### config.mk
export PLATFORM = sky130hd
export DESIGN_NAME = scoreboard_hazard_unit
export DESIGN_NICKNAME = d
export VERILOG_FILES = /design/src/rtl/scoreboard_hazard_unit.sv
export SDC_FILE = /design/constraint.sdc
export NUM_CORES = 1
export LEC_CHECK = 0
export ABC_CLOCK_PERIOD_IN_PS = 5100
export CORE_MARGIN = 1.5
export CORE_UTILIZATION = 45
export CTS_CLUSTER_SIZE = 8
export DETAILED_ROUTE_END_ITERATION = 12
export DONT_BUFFER_PORTS = 1
export PLACE_DENSITY_LB_ADDON = 0.15
export SLEW_MARGIN = 20
export SYNTH_ARGS = -nofsm -noshare
export SYNTH_HDL_FRONTEND = slang
export SYNTH_SLANG_ARGS = --single-unit
### constraint.sdc
create_clock -name clk_i -period 5.1 [get_ports clk_i]
set_input_delay 1.53 -clock clk_i [delete_from_list [all_inputs] [get_ports clk_i]]
set_output_delay 1.53 -clock clk_i [all_outputs]
set_load 0.05 [all_outputs]
### src/rtl/scoreboard_hazard_unit.sv
// Per-register pending-write scoreboard gating decode issue (optional SCOREBOARD_BYPASS_EN writeback forwarding).
// Latency: issue_ready_o/stall flags combinational; busy_o and err_o registered, busy visible the cycle after issue.
// Backpressure: issue_ready_o low holds decode; stall causes may assert together, only when dec_valid_i is high.
module scoreboard_hazard_unit #(
    parameter int REGISTER_WIDTH = 5,
    parameter int MAX_LAT        = 8,
    parameter int WB_PORTS       = 1,
    parameter int VAR_DEPTH      = 4,
    parameter int LAT_WIDTH      = $clog2(MAX_LAT + 1)
) (
    input  logic                        clk_i,
    input  logic                        rst_i,
    input  logic                        dec_valid_i,
    input  logic [REGISTER_WIDTH-1:0]   rs1_i,
    input  logic [REGISTER_WIDTH-1:0]   rs2_i,
    input  logic                        rs1_needed_i,
    input  logic                        rs2_needed_i,
    input  logic [REGISTER_WIDTH-1:0]   rd_i,
    input  logic                        rd_wr_en_i,
    input  logic [LAT_WIDTH-1:0]        lat_i,
    input  logic                        var_done_i,
    input  logic [REGISTER_WIDTH-1:0]   var_rd_i,
    output logic                        issue_ready_o,
    output logic                        raw_stall_o,
    output logic                        waw_stall_o,
    output logic                        wb_stall_o,
    output logic                        var_full_stall_o,
    output logic [2**REGISTER_WIDTH-1:0] busy_o,
    output logic                        err_o
);
    localparam int NUM_REGS = 2**REGISTER_WIDTH;
    localparam int SLOT_W   = $clog2(WB_PORTS + 1);
    localparam int VAR_W    = $clog2(VAR_DEPTH + 1);

    logic [NUM_REGS-1:0]  busy;
    logic [LAT_WIDTH-1:0] cnt  [NUM_REGS];
    logic [SLOT_W-1:0]    slot [MAX_LAT+1];
    logic [VAR_W-1:0]     var_cnt;
    logic                 err;

    logic              lat_is_var, lat_bad, var_done_ok;
    logic              rs1_byp, rs2_byp, rs1_haz, rs2_haz;
    logic              lat_err, fire, mark, fix_wr, var_wr;
    logic [SLOT_W-1:0] slot_at_lat;

    always_comb begin
        slot_at_lat = '0;
        for (int j = 0; j <= MAX_LAT; j++) begin
            if (lat_i == LAT_WIDTH'(j)) slot_at_lat = slot[j];
        end
    end

    assign lat_is_var  = (lat_i == '0);
    assign lat_bad     = (lat_i > LAT_WIDTH'(MAX_LAT));
    assign var_done_ok = var_done_i && busy[var_rd_i] && (cnt[var_rd_i] == '0) && (var_cnt != '0);

`ifdef SCOREBOARD_BYPASS_EN
    // Writeback-to-decode forwarding covers a source written back this cycle.
    assign rs1_byp = (cnt[rs1_i] == LAT_WIDTH'(1)) || (var_done_ok && var_rd_i == rs1_i);
    assign rs2_byp = (cnt[rs2_i] == LAT_WIDTH'(1)) || (var_done_ok && var_rd_i == rs2_i);
`else
    assign rs1_byp = 1'b0;
    assign rs2_byp = 1'b0;
`endif

    assign rs1_haz = rs1_needed_i && (rs1_i != '0) && busy[rs1_i] && !rs1_byp;
    assign rs2_haz = rs2_needed_i && (rs2_i != '0) && busy[rs2_i] && !rs2_byp;

    assign raw_stall_o = dec_valid_i && (rs1_haz || rs2_haz);
    assign waw_stall_o = dec_valid_i && rd_wr_en_i && (rd_i != '0) && busy[rd_i];
    assign wb_stall_o  = dec_valid_i && rd_wr_en_i && !lat_is_var && !lat_bad &&
                         (slot_at_lat == SLOT_W'(WB_PORTS));
    // A legal var_done_i frees an entry this cycle, so a full queue can still accept one more.
    assign var_full_stall_o = dec_valid_i && rd_wr_en_i && lat_is_var &&
                              (var_cnt == VAR_W'(VAR_DEPTH)) && !var_done_ok;
    assign lat_err = dec_valid_i && lat_bad;

    assign issue_ready_o = !rst_i && !(raw_stall_o || waw_stall_o || wb_stall_o ||
                                       var_full_stall_o || lat_err);

    assign fire   = dec_valid_i && issue_ready_o;
    assign mark   = fire && rd_wr_en_i && (rd_i != '0);
    assign fix_wr = fire && rd_wr_en_i && !lat_is_var;
    assign var_wr = mark && lat_is_var;

    always_ff @(posedge clk_i) begin
        if (rst_i) begin
            busy    <= '0;
            var_cnt <= '0;
            err     <= 1'b0;
            for (int r = 0; r < NUM_REGS; r++) cnt[r] <= '0;
            for (int j = 0; j <= MAX_LAT; j++) slot[j] <= '0;
        end else begin
            for (int r = 0; r < NUM_REGS; r++) begin
                if (busy[r] && cnt[r] > LAT_WIDTH'(1)) begin
                    cnt[r] <= cnt[r] - LAT_WIDTH'(1);
                end else if (busy[r] && cnt[r] == LAT_WIDTH'(1)) begin
                    busy[r] <= 1'b0;
                    cnt[r]  <= '0;
                end
            end
            if (var_done_ok) busy[var_rd_i] <= 1'b0;
            // WAW guarantees the issuing rd is not being cleared in the same cycle.
            if (mark) begin
                busy[rd_i] <= 1'b1;
                cnt[rd_i]  <= lat_i;
            end

            // slot[k] counts fixed writebacks due k cycles from now.
            for (int j = 0; j < MAX_LAT; j++) begin
                slot[j] <= slot[j+1] + SLOT_W'(fix_wr && (lat_i == LAT_WIDTH'(j + 1)));
            end
            slot[MAX_LAT] <= '0;

            case ({var_wr, var_done_ok})
                2'b10:   var_cnt <= var_cnt + VAR_W'(1);
                2'b01:   var_cnt <= var_cnt - VAR_W'(1);
                default: var_cnt <= var_cnt;
            endcase

            if (lat_err || (var_done_i && !var_done_ok)) err <= 1'b1;
        end
    end

    assign busy_o = busy;
    assign err_o  = err;
endmodule

[Yosys cells after proc, flatten, opt, wreduce, memory -nomap -nowiden]
Memories as Yosys holds them, arrays and structs flattened.
Cells that the tools add are included.
Storage, ports and cells
  memories kept: 2
  output and inout bits: 38
  memory bits (writable): 137
  input port bits: 31
  logic and storage cells: 746
  register bits after elaboration: 36
Memory list
  cnt: depth 32, bits a word 4, rd ports 33, clocked after memory_dff 0, wr ports 33, RTL line 36  | logic [LAT_WIDTH-1:0] cnt [NUM_REGS];
  slot: depth 9, bits a word 1, rd ports 9, clocked after memory_dff 0, wr ports 9, RTL line 37  | logic [SLOT_W-1:0] slot [MAX_LAT+1];
Operators by class
  bitwise operators: 76
  reduce and logical (&&, ||, !) cells: 117
  equality and inequality tests: 43
  multiplexer cells: 424
  add/sub/neg operators: 42
  $lt $le $gt $ge: 39
Operator list (count)
  2-to-1 mux 1 bit: 350
  2-to-1 mux 4 bit: 64
  equality test 4 x 1 -> 1 bit (second input constant): 33
  > comparator 4 x 1 -> 1 bit (second input constant): 32
  subtractor 4 x 1 -> 4 bit (second input constant): 32
  logical AND 1 bit: 99
  2-to-1 mux 32 bit: 3
  bitwise OR 1 bit: 73
  AND 32 bit: 1
  NOT 32 bit: 1
  bitwise OR 32 bit: 1
  less-than comparator 5 x 6 -> 1 bit (second input constant): 4
  binary-select mux 1 bit (select 5 bit): 4
  equality test 4 x 3 -> 1 bit (second input constant): 4
  nonzero test 5 bit: 3
  demux 1 bit (select 5 bit): 2
  greater-or-equal comparator 5 x 1 -> 1 bit (second input constant): 2
  adder 1 bit: 8
  equality test 4 x 2 -> 1 bit (second input constant): 2
  logical NOT 4 bit: 2
  logical OR 1 bit: 6
  case mux 3 bit (2 select lines): 1
  logical NOT 1 bit: 5
  equality test 4 bit (second input constant): 1
  other kinds (8): 8

[Depth between registers and ports, before layout]
  depth after elaboration: 22
  mapped depth: 17
  mapped depth without buffers: 13

[Least setup slack after synthesis]
OpenSTA, ideal clock, no wires.
  kind: input -> output
  start: input port lat_i[1]
  end: output port issue_ready_o
  stages: 8
  path buffers: 2
  path slack: -0.408 ns
  data arrival time: 3.978 ns
  cell sequence: clkbuf_1 -> a2111oi_0 -> o31ai_1 -> a21oi_1 -> a31oi_1 -> and2_2 -> buf_6 -> and2_1
On the way
  word-level cells in the longest chain between the ends: 16
  elaborated cells on any way between the ends: 33
  classes of those cells: 1 x order compare; 8 x eq/ne; 9 x mux; 15 x reduce/logical
Ends and longest elaborated chain
  from (decl): RTL line 20  | input logic [LAT_WIDTH-1:0] lat_i,
  logical NOT 4 bit: RTL line 49, 53
  2-to-1 mux 1 bit (9 in series): RTL line 49  | if (lat_i == LAT_WIDTH'(j)) slot_at_lat = slot[j];
  logical AND 1 bit (*): RTL line 71  | assign wb_stall_o = dec_valid_i && rd_wr_en_i && !lat_is_var && !lat_bad &&
  via wb_stall_o: RTL line 26  | output logic wb_stall_o,
  logical OR 1 bit (*) (2 in series): RTL line 78  | assign issue_ready_o = !rst_i && !(raw_stall_o || waw_stall_o || wb_stall_o ||
  logical OR 1 bit (*): RTL line 79  | var_full_stall_o || lat_err);
  logical NOT 1 bit (*): RTL line 78
  logical AND 1 bit (*): RTL line 78
  to (decl): RTL line 23  | output logic issue_ready_o,
Mark *: on every way through the listed nets, which the timed path passes. The rest lies on a longest branch.

[Worst setup path in the final report]
  start: input port rs2_i[1]
  end: output port issue_ready_o
On the way
  word-level cells in the longest chain between the ends: 11
  elaborated cells on any way between the ends: 13
  classes of those cells: 2 x mux; 11 x reduce/logical
Ends and longest elaborated chain
  from (decl): RTL line 15  | input logic [REGISTER_WIDTH-1:0] rs2_i,
  binary-select mux 1 bit (select 5 bit) / nonzero test 5 bit (equally long branches): RTL line 67  | assign rs2_haz = rs2_needed_i && (rs2_i != '0) && busy[rs2_i] && !rs2_byp;
  2-to-1 mux 1 bit (implied by the code) / logical AND 1 bit (equally long branches): RTL line 67
  logical AND 1 bit (*): RTL line 67
  logical OR 1 bit (*): RTL line 69  | assign raw_stall_o = dec_valid_i && (rs1_haz || rs2_haz);
  logical AND 1 bit (*): RTL line 69
  logical OR 1 bit (*) (3 in series): RTL line 78
  logical OR 1 bit (*): RTL line 79
  logical NOT 1 bit (*): RTL line 78
  logical AND 1 bit (*): RTL line 78
Every way passes the cells marked *; elsewhere a longest branch is shown, timed or not. The select of a mux whose other input is x is not followed.

==> run metrics <==
top_reg_cell synth=edfxtp_1; R2R setup slack=1340 ps; fin crit period=4872 ps; status=finished clean; std cell rows=60; RR Startpoint=busy_o[0]; CTS clk-pin slew, worst paths=70 ps; worst r2r path cells=13; critical path arrival=3340 ps; Worst Hold Launch=slot[0][1]; Slew Limit Fails=0; RSZ-0062 raised after global routing=no; Critical Path RT=3570 ps; worst ir drop on vdd=0.2007 mV; Routed Antenna Nets=0; largest net degree at the start of global routing=89; Die Y=168.7 um; startpoint types=primary input; Post-Synthesis Cells=1,260; I/O Buffers=0; Buf/Inv on CP=0; Max Clock Skew=9.630 ps; clk_lat worst skew=440 ps; Slew HR=38.35%; total gr overflow=0; first-pass GRT wire length=56,700 um; Seq/Total Area, Yosys=38.25%; # fillers=2,509; Tot GR Track Use=26.07%; DR pass1 iterations=5; Net count, final=1,348; synth unique cells=71; filler-free cell count of the finished design=1,605; hold_ws=456.7 ps; DRC viols=0; Hold Path End=slot[0][0]; setup TNS=0 ps; CP top delay family=multiplexers; H-Tree Level Count=4; Cells on Worst Hold Path=2; TritonCTS Sinks=172; yosys synthesis warning count=0; Post-synth EDFFs=128; placed cells=1,573; Max Root-Sink Buffers=2; Synth Register Bits=172; Min-Delay Path Class=reg -> reg; antenna cells=0; Routed WL=36,400 um; CP peak stage delay=470 ps; fmax=205.3 MHz; via count=9,973; routability cong.=0.9095; post-CTS setup buffers=0; Die ar.=28,450 um^2; leakage power=0.004714 uW; DR iter-0 viols=872; vias in the first global route=9,525; Fin. Hold Viols=0; Top Ports=69; Final Power=3295 uW; Worst R2R End=var_cnt[2]; fin util=49.26%; CTS Hold Buffers Added=0; TritonCTS clock tree=yes; Initial Util=45.83%; Netlist Area Pre-Place=12,350 um^2; Via density=6.214; Tcrit/Tclk final=95.52%; CP Max Fanout=11; synth-to-layout area growth=7.497%; DR WL/cell=22.68 um; CP max stage cell=mux4_2; initial antenna violation count=1; crit-path cells=mux4_2 > mux2_2 > a221o_1 > nand3_1 > and4bb_1 > and2_2 > and2_4; core box area=26,950 um^2; dpl hpwl=26,120 um; final setup violation count=0; CTS buffer count=17; Mapped Nets=1,357; Post-synth ARST share=0%; syn avg cell area=9.802 um^2; Die Wd=168.7 um; # Max-Cap Violations=0; P per Cell Area=248.1 nW/um^2; share of post-route cells with drive strength above 1=13.84%; Root Buffer=clkbuf_16; CP Capture Type=output pin; Setup Crit Path Kind=in -> out; Post-CTS Resized=0; Worst-Margin Slew=923.5 ps
[logic make-up (layout without fill, tap and decap cells)]
kind of cell	Yosys count	after routing	synth area share, %
multiplexers	115	115	11.63
XOR/XNOR	45	45	3.191
flip-flops	172	172	38.25
AND/OR/NAND/NOR	405	405	18.57
buffers and inverters	142	146	5.167
AO/OA/AOI/OAI	315	315	16.44
adder cells (fa/ha/maj)	66	66	6.747
[per-layer routing]
| metal | vias to the layer above | part of all wire, % | global-route usage [%] |
|---|---|---|---|
| met5 | - | 0 | 0 |
| met4 | 0 | 1.9 | 7.143 |
| met3 | 58 | 8.7 | 6.897 |
| met2 | 356 | 46 | 41.56 |
| met1 | 4812 | 44 | 34.96 |
| li1 | 4747 | - | - |
[flip-flops by register name, indices dropped and copies added (netlist names)]
signal / flops
slot: 8
cnt: 128
err_o: 1
busy_o: 32
var_cnt: 3
[cell type report]
class                           instances  area, um^2  share of cell area [%]
Tap cell                              341       426.7                   3.214
Sequential cell                       172        4725                   35.59
Clock buffer                           21       460.4                   3.468
Clock inverter                         11       85.08                  0.6408
Multi-Input combinational cell        946        7009                   52.79
Timing Repair Buffer                   38       285.3                   2.149
Inverter                               76       285.3                   2.149
[tightest hold or removal path, delay by kind of cell (launching register included)]
kind,cells,cell delay [ps]
compound gates,1,60
flops,1,300
buf+inv,1,60
[cell usage in the layout (no fill, tap or decap), types with 6 or more instances in the layout]
master | netlist | routed
xor2_1 | 6 | 6
mux2_2 | 43 | 43
buf_4 | 1 | 38
a21oi_1 | 62 | 61
o311ai_0 | 15 | 15
o21ai_1 | 14 | 14
nand3b_1 | 28 | 28
o31ai_1 | 19 | 19
nand2b_1 | 40 | 40
ha_1 | 65 | 65
nor3_1 | 17 | 17
o22ai_1 | 80 | 80
nor4_1 | 25 | 25
mux4_2 | 17 | 17
o31a_1 | 22 | 22
clkbuf_16 | 0 | 17
nor3b_1 | 8 | 8
o221ai_1 | 9 | 9
xnor2_1 | 39 | 39
nand4_4 | 12 | 12
inv_1 | 76 | 76
nor2b_1 | 7 | 7
mux2_1 | 15 | 15
nor2_1 | 126 | 126
o21ai_0 | 48 | 48
a31o_2 | 12 | 12
dfxtp_1 | 44 | 44
edfxtp_1 | 128 | 128
nand2_1 | 79 | 79
or3_1 | 8 | 8
mux2i_1 | 40 | 40
nand3_1 | 9 | 9
a31oi_1 | 15 | 15
[report_power, final]
part / total [uW] / internal [uW] / switching (uW) / leakage (uW)
Combinational: 404 / 182 / 221 / 0.00279
Clock: 1250 / 655 / 600 / 0.000260
Sequential: 1640 / 1570 / 64.2 / 0.00167
[per-stage QoR]
stage               setup WS (ps)  area, um^2
global placement            249.3       12730
floorplan                   9.714       12380
CTS                         223.6       13280
global route                100.3       13280
finish                      228.5       13280
detailed placement          231.8       12730
[worst max path at each step]
stage / slack [ps] / cells past startpoint / endpoint / start
after floorplan: 10 / 9 / issue_ready_o / rs2_i[1]
after global placement: 250 / 7 / issue_ready_o / rs2_i[1]
after detailed placement: 230 / 7 / issue_ready_o / rs2_i[1]
after CTS: 220 / 7 / issue_ready_o / rs2_i[1]
after global routing: 100 / 7 / issue_ready_o / rs2_i[1]
final: 230 / 7 / issue_ready_o / rs2_i[1]
[synthesized netlist by cell type (all sizes together) (4+ instances only)]
master	number	area (um^2)
a21oi	62	310.3
a31o	12	105.1
a31oi	15	93.84
and2	8	51.31
and3	5	36.28
buf	23	191.4
clkbuf	43	161.4
dfxtp	44	880.8
edfxtp	128	3844
ha	65	813.3
inv	76	285.3
mux2	58	653.1
mux2i	40	400.4
mux4	17	382.9
nand2	79	296.5
nand2b	40	250.2
nand3	14	102.6
nand3b	28	210.2
nand4	18	299.0
nor2	126	473.0
nor2b	7	43.79
nor3	17	85.08
nor3b	8	60.06
nor4	25	156.4
o21ai	63	319.1
o221ai	9	78.83
o22ai	81	513.0
o311ai	15	131.4
o31a	22	192.7
o31ai	19	142.6
or2	5	31.28
or3	8	50.05
or3b	5	43.79
or4	4	30.03
xnor2	39	341.6
xor2	6	52.55
Note: power is estimated with default switching activity, not from simulation.
==> patch 1: new RTL, config.mk and constraints unchanged <==
Add a define of `SCOREBOARD_BYPASS_EN`.
--- a/src/rtl/scoreboard_hazard_unit.sv
+++ b/src/rtl/scoreboard_hazard_unit.sv
@@ -1,6 +1,8 @@
 // Per-register pending-write scoreboard gating decode issue (optional SCOREBOARD_BYPASS_EN writeback forwarding).
 // Latency: issue_ready_o/stall flags combinational; busy_o and err_o registered, busy visible the cycle after issue.
 // Backpressure: issue_ready_o low holds decode; stall causes may assert together, only when dec_valid_i is high.
+`define SCOREBOARD_BYPASS_EN
+
 module scoreboard_hazard_unit #(
     parameter int REGISTER_WIDTH = 5,
     parameter int MAX_LAT        = 8,
Check against the original RTL: not equivalent (a bounded check fails within 4 cycles, from zero or initial values and one cycle with rst_i high).
==> patch 1 against the original RTL <==
- the run now ends with setup timing left
- cell count up 16%
- final area up 15%
- utilization up 2.1 points
- register-to-register slack worse by 0.74 ns
- wire length up 28%
- sequential cell count unchanged
- total power up 9.6%
- synthesized area up 9.6%
- critical path type unchanged
- setup slack worse by 0.31 ns
- maximum frequency down 5.9%
- global-route usage up 4.0 points
==> patch 1: results (changes against the original RTL) <==
[layout]
largest_reg_flops = 128  ; unchanged
num-fill-cells = 2773  ; +11%
nets = 1554  ; +15%
diodes = 0  ; unchanged
top_register = cnt
drive_gt1_share_pct = 17.3  ; +3.4 points

[critical_path]
ff2ff_path_depth = 11  ; -2
crit-reg2reg-capture = cnt[14][2]
slowest_delay_ns = 0.50  ; +0.03 ns
crit_start = var_rd_i[0]
crit_path_top_delay_cell = mux4_2
cp_max_fo = 22  ; +11
reg2reg_slack_ns = 0.60  ; -0.74 ns
crit_end = issue_ready_o
r2r-start = cnt[24][2]

[route]
dr.pass1.iters = 5  ; unchanged
drtIter0Drc = 1072  ; +23%
via_per_inst = 6.58  ; +5.9%
ant_nets = 0  ; unchanged
routed_wl_um = 46600  ; +28%

[cts]
h-tree-depth = 4  ; unchanged
insertion_delay_ns = 0.45
clk_pin_slew_ns = 0.08
ctsLongestPathBuffers = 2  ; unchanged
cts_inserted_buffers = 17  ; unchanged
ctsRootBufferMaster = clkbuf_16

[yosys]
ys_warn_count = 0  ; unchanged
synth_ff_type = edfxtp_1
synth.top_cells.by_area = edfxtp_1 28%, dfxtp_1 6.5%, ha_1 6.0%, mux2_2 5.6%, mux4_2 4.3%
yosysSeqAreaShare_pct = 34.9  ; -3.4 points
synthArstFlopShare_pct = 0  ; unchanged
syn-num-nets = 1536  ; +13%
ys_types = 71  ; unchanged
synth_common_cells = 131 x nor2_1, 128 x edfxtp_1, 126 x nand2_1, 80 x inv_1
synth_edf_count = 128  ; unchanged

[placement]
dpl_cell_area_mm2 = 0.0144  ; +13%
place_congestion = 0.938  ; +3.1%
io_buffer_count = 0  ; unchanged
hpwl_um = 33700  ; +29%

[timing]
setup_viol = 1  ; +1
slew_headroom_pct = 24.2  ; -14 points
fin_worst_skew_ns = 0.0169  ; +0.00731 ns
setup_ws_ns = -0.0795  ; -0.308 ns

[grt]
grt_pass1_vias = 11826  ; +24%
antenna_found_initial = 0  ; -1
grt.overflow.total = 0  ; unchanged
grt.total_usage_pct = 30.1  ; +4.0 points
grt_pass1_wl_um = 70800  ; +25%
grt_max_degree = 59  ; -34%

[power_and_ir_drop]
ir_drop_mv = 0.206  ; +2.6%
p_leak_uw = 0.00533  ; +13%

[min_path]
hold_class = flip-flop to flip-flop
whs_path_depth = 2  ; unchanged

[run_status]
violations = setup timing
outcome = finished, violations left

[patch 1: how the worst min path moves through the flow]
stage / from / endpoint / slack, ns
3_3_place_gp: slot[0][5] / slot[0][4] / 0.44
3_5_place_dp: slot[0][3] / slot[0][2] / 0.44
5_1_grt: slot[0][5] / slot[0][4] / 0.50
2_1_floorplan: slot[0][2] / slot[0][1] / 0.42
6_report: slot[0][5] / slot[0][4] / 0.46
4_1_cts: slot[0][5] / slot[0][4] / 0.46
[patch 1: stage by stage]
step	instances	TNS [ns]	worst slack, ns	util [%]	hold WS, ns
after global routing	1860	-0.134	-0.121	51.4	0.496
after floorplan	1439	-0.635	-0.361	-	0.420
final	1860	-0.0795	-0.0795	51.4	0.463
after CTS	1854	-0.0400	-0.0400	50.9	0.465
after global placement	1822	-0.0746	-0.0746	48.7	0.441
after detailed placement	1822	-0.115	-0.115	48.7	0.445
[patch 1: worst max-delay path, delay by kind of cell]
kind / cells / cell delay (ns)
AO/OA/AOI/OAI: 5 / 1.30
buffers and inverters: 2 / 0.29
multiplexers: 1 / 0.50
[patch 1: where the power goes]
group / total [uW] / internal [uW] / switching (uW)
Clock: 1400 / 762 / 634
Sequential: 1660 / 1570 / 88.3
Combinational: 553 / 244 / 310
Total: 3610 / 2580 / 1030
[patch 1: final cells by class]
cell class              count  area, um2  share of cell area (%)
multi-input cells        1096       8410                    55.2
flip-flops and latches    172       4720                    31.0
repair buffers             88        686                    4.50
well taps                 390        488                    3.20
clock buffers              18        450                    2.96
inverters                  82        315                    2.07
clock inverters            14        155                    1.02
[patch 1: kinds of logic (layout without fill, tap and decap cells)]
logic type / count (synthesis) / in the layout / synth area share, %
AO/OA/AOI/OAI: 331 / 331 / 18.1
adder cells (fa/ha/maj): 66 / 66 / 6.15
flip-flops: 172 / 172 / 34.9
AND/OR/NAND/NOR: 496 / 496 / 18.5
multiplexers: 137 / 137 / 13.2
buffers and inverters: 171 / 202 / 4.91
XOR/XNOR: 66 / 66 / 4.27
[patch 1: repair_timing]
action                                  CTS  global route
resized for setup                         8            19
pin swaps                                 2            11
cloned                                    0             0
buffers inserted                          0             6
endpoints found under the setup margin    1             3
[patch 1: routing by layer]
metal | share of wire, % | GRT usage (%)
met5 | 0 | 0
met3 | 9.3 | 7.15
met2 | 45 | 47.9
met4 | 2.8 | 9.89
met1 | 43 | 40.2
==> patch 2: new RTL, same settings <==
Without the edit above. Make the reset (`rst_i`) asynchronous in one clocked block.
--- a/src/rtl/scoreboard_hazard_unit.sv
+++ b/src/rtl/scoreboard_hazard_unit.sv
@@ -83,7 +83,7 @@
     assign fix_wr = fire && rd_wr_en_i && !lat_is_var;
     assign var_wr = mark && lat_is_var;
 
-    always_ff @(posedge clk_i) begin
+    always_ff @(posedge clk_i or posedge rst_i) begin
         if (rst_i) begin
             busy    <= '0;
             var_cnt <= '0;
Behaviour: not the same (a bounded check fails within 4 cycles, from zero or initial values and one cycle with rst_i high; the reset may be asserted at any time).
==> patch 2 against the original RTL <==
- synthesized cell count up 16%
- sequential share of layout area down 5.9 points
- final area up 9.2%
- setup slack worse by 0.14 ns
- synthesized area up 5.7%
- sequential cell count unchanged
- wire length up 1.6%
- via count up 11%
- critical path type unchanged
- critical endpoint unchanged
- largest cell class unchanged
Power is not compared: it rests on default switching activity, and its combinational part moved more than twofold at a synthesized area within 25%.
==> patch 2: results (changes against the original RTL) <==
[run_status]
outcome = finished, final reports clean

[grt]
met3_usage_pct = 7.32  ; +0.43 points
grt.total_usage_pct = 25.1  ; -0.92 points
grt_pass1_wl_um = 59000  ; +4.1%
antenna_found_initial = 1  ; unchanged
grt_pass1_vias = 10581  ; +11%
use_met2_pct = 39.3  ; -2.2 points
grt_max_degree = 173  ; +94%
grt_use_met1_pct = 33.7  ; -1.3 points

[cts]
insertion_delay_ns = 0.45
cts_inserted_buffers = 17  ; unchanged
h-tree-depth = 4  ; unchanged
cts_resized = 0  ; unchanged

[timing]
slew_headroom_pct = 34.7  ; -3.7 points
fin_worst_skew_ns = 0.0124  ; +0.00275 ns

[critical_path]
cp_max_fo = 9  ; -2
crit_path_top_delay_cell = mux4_2
arrival_ns = 3.49  ; +0.15 ns

[route]
dr.pass1.iters = 5  ; unchanged
vias = 11025  ; +11%
via_per_inst = 5.98  ; -3.7%
ant_nets = 0  ; unchanged
drtIter0Drc = 822  ; -5.7%
routed_wl_um = 37000  ; +1.6%

[min_path]
hold_class = flip-flop to flip-flop

[yosys]
ys_types = 66  ; -7.0%
synth_common_cells = 243 x nand2_1, 172 x dfrtp_1, 159 x o21ai_0, 96 x inv_1, 90 x mux2_2
yosysSeqAreaShare_pct = 33.0  ; -5.3 points
synth.top_cells.by_area = dfrtp_1 33%, mux2_2 7.8%, nand2_1 7.0%, ha_1 6.2%, o21ai_0 6.1%
synth_top_cell_area_share_pct = 33.0  ; +1.8 points
synth_ff_type = dfrtp_1
synthArstFlopShare_pct = 100  ; +100 points
avgSynthCellArea_um2 = 8.95  ; -8.7%
syn-num-nets = 1556  ; +15%
ys_warn_count = 0  ; unchanged

[placement]
io_buffer_count = 0  ; unchanged
hpwl_um = 25800  ; -1.1%
dpl_cell_area_mm2 = 0.0139  ; +9.5%
placedCellCount = 1809  ; +15%
place_congestion = 0.883  ; -2.9%
place_ws_ns = 0.0113  ; -0.221 ns

[layout]
top_register = cnt
drive_gt1_share_pct = 19.4  ; +5.5 points
nets = 1541  ; +14%
largest_reg_flops = 128  ; unchanged

==> patch 2: metal layers <==
metal | wire length (um) | share of wire (%)
met1 | 16700 | 45
met2 | 16700 | 45
met3 | 2820 | 7.6
met4 | 818 | 2.2
met5 | 0 | 0
==> patch 2: cells by family after synthesis <==
family,count (synthesis),synth area share [%]
buffers and inverters,183,5.97
and+or+nand+nor,588,25.0
AOI/OAI and AO/OA,267,12.2
xor gates and xnor gates,3,0.201
muxes,180,17.3
DFF,172,33.0
adders and majority gates,66,6.38
==> patch 2: area by class of cell <==
| cell class | count | area (um2) |
|---|---|---|
| well taps | 384 | 480 |
| fillers | 2650 | 14100 |
| multi-input cells | 1104 | 8370 |
| flip-flops and latches | 172 | 4300 |
| diodes | 2 | 5.00 |
| inverters | 99 | 379 |
| clock buffers | 20 | 457 |
| repair buffers | 50 | 413 |
| clock inverters | 12 | 90.1 |
==> patch 2: through the flow <==
| stage | TNS [ns] | util [%] | hold WS [ns] | power, uW |
|---|---|---|---|---|
| global route | 0 | 50.6 | 0.487 | 6860 |
| detailed placement | 0 | 48.7 | 0.444 | 5060 |
| finish | 0 | 50.6 | 0.464 | 6320 |
| global placement | 0 | 48.7 | 0.447 | 5000 |
| floorplan | -12.09 | - | 0.423 | 4460 |
| CTS | 0 | 50.6 | 0.464 | 6340 |
==> patch 2: final timing paths <==
kind,from,endpoint,slack (ns),depth (start not counted)
worst max-delay path,rs1_i[0],issue_ready_o,0.08,8
worst min register to register,slot[2],slot[3],0.46,1
max in group asynchronous,rst_i,cnt[38],3.12,2
min in group asynchronous,rst_i,err_o,1.25,2
worst min-delay path,slot[2],slot[3],0.46,1
worst max register to register,cnt[104],var_cnt[2],1.01,15
==> patch 2: worst reg2reg max path, cell delays in order (launching register included) <==
cell	delay [ns]
dfrtp_1	0.43
nor4_1	0.53
mux4_2	0.34
nor2_1	0.04
nor3_1	0.28
nand3_1	0.22
o21ai_4	0.21
buf_4	0.66
and2_4	0.31
nand4_1	0.14
ha_4	0.21
inv_2	0.05
fa_2	0.18
xor2_1	0.14
nor2_1	0.07
xor2_1	0.15
==> patch 2: where the power goes <==
group	internal [uW]	leakage, uW	switching, uW
logic	1280	0.00394	1390
clock network	653	0.000263	598
registers	1820	0.00223	578
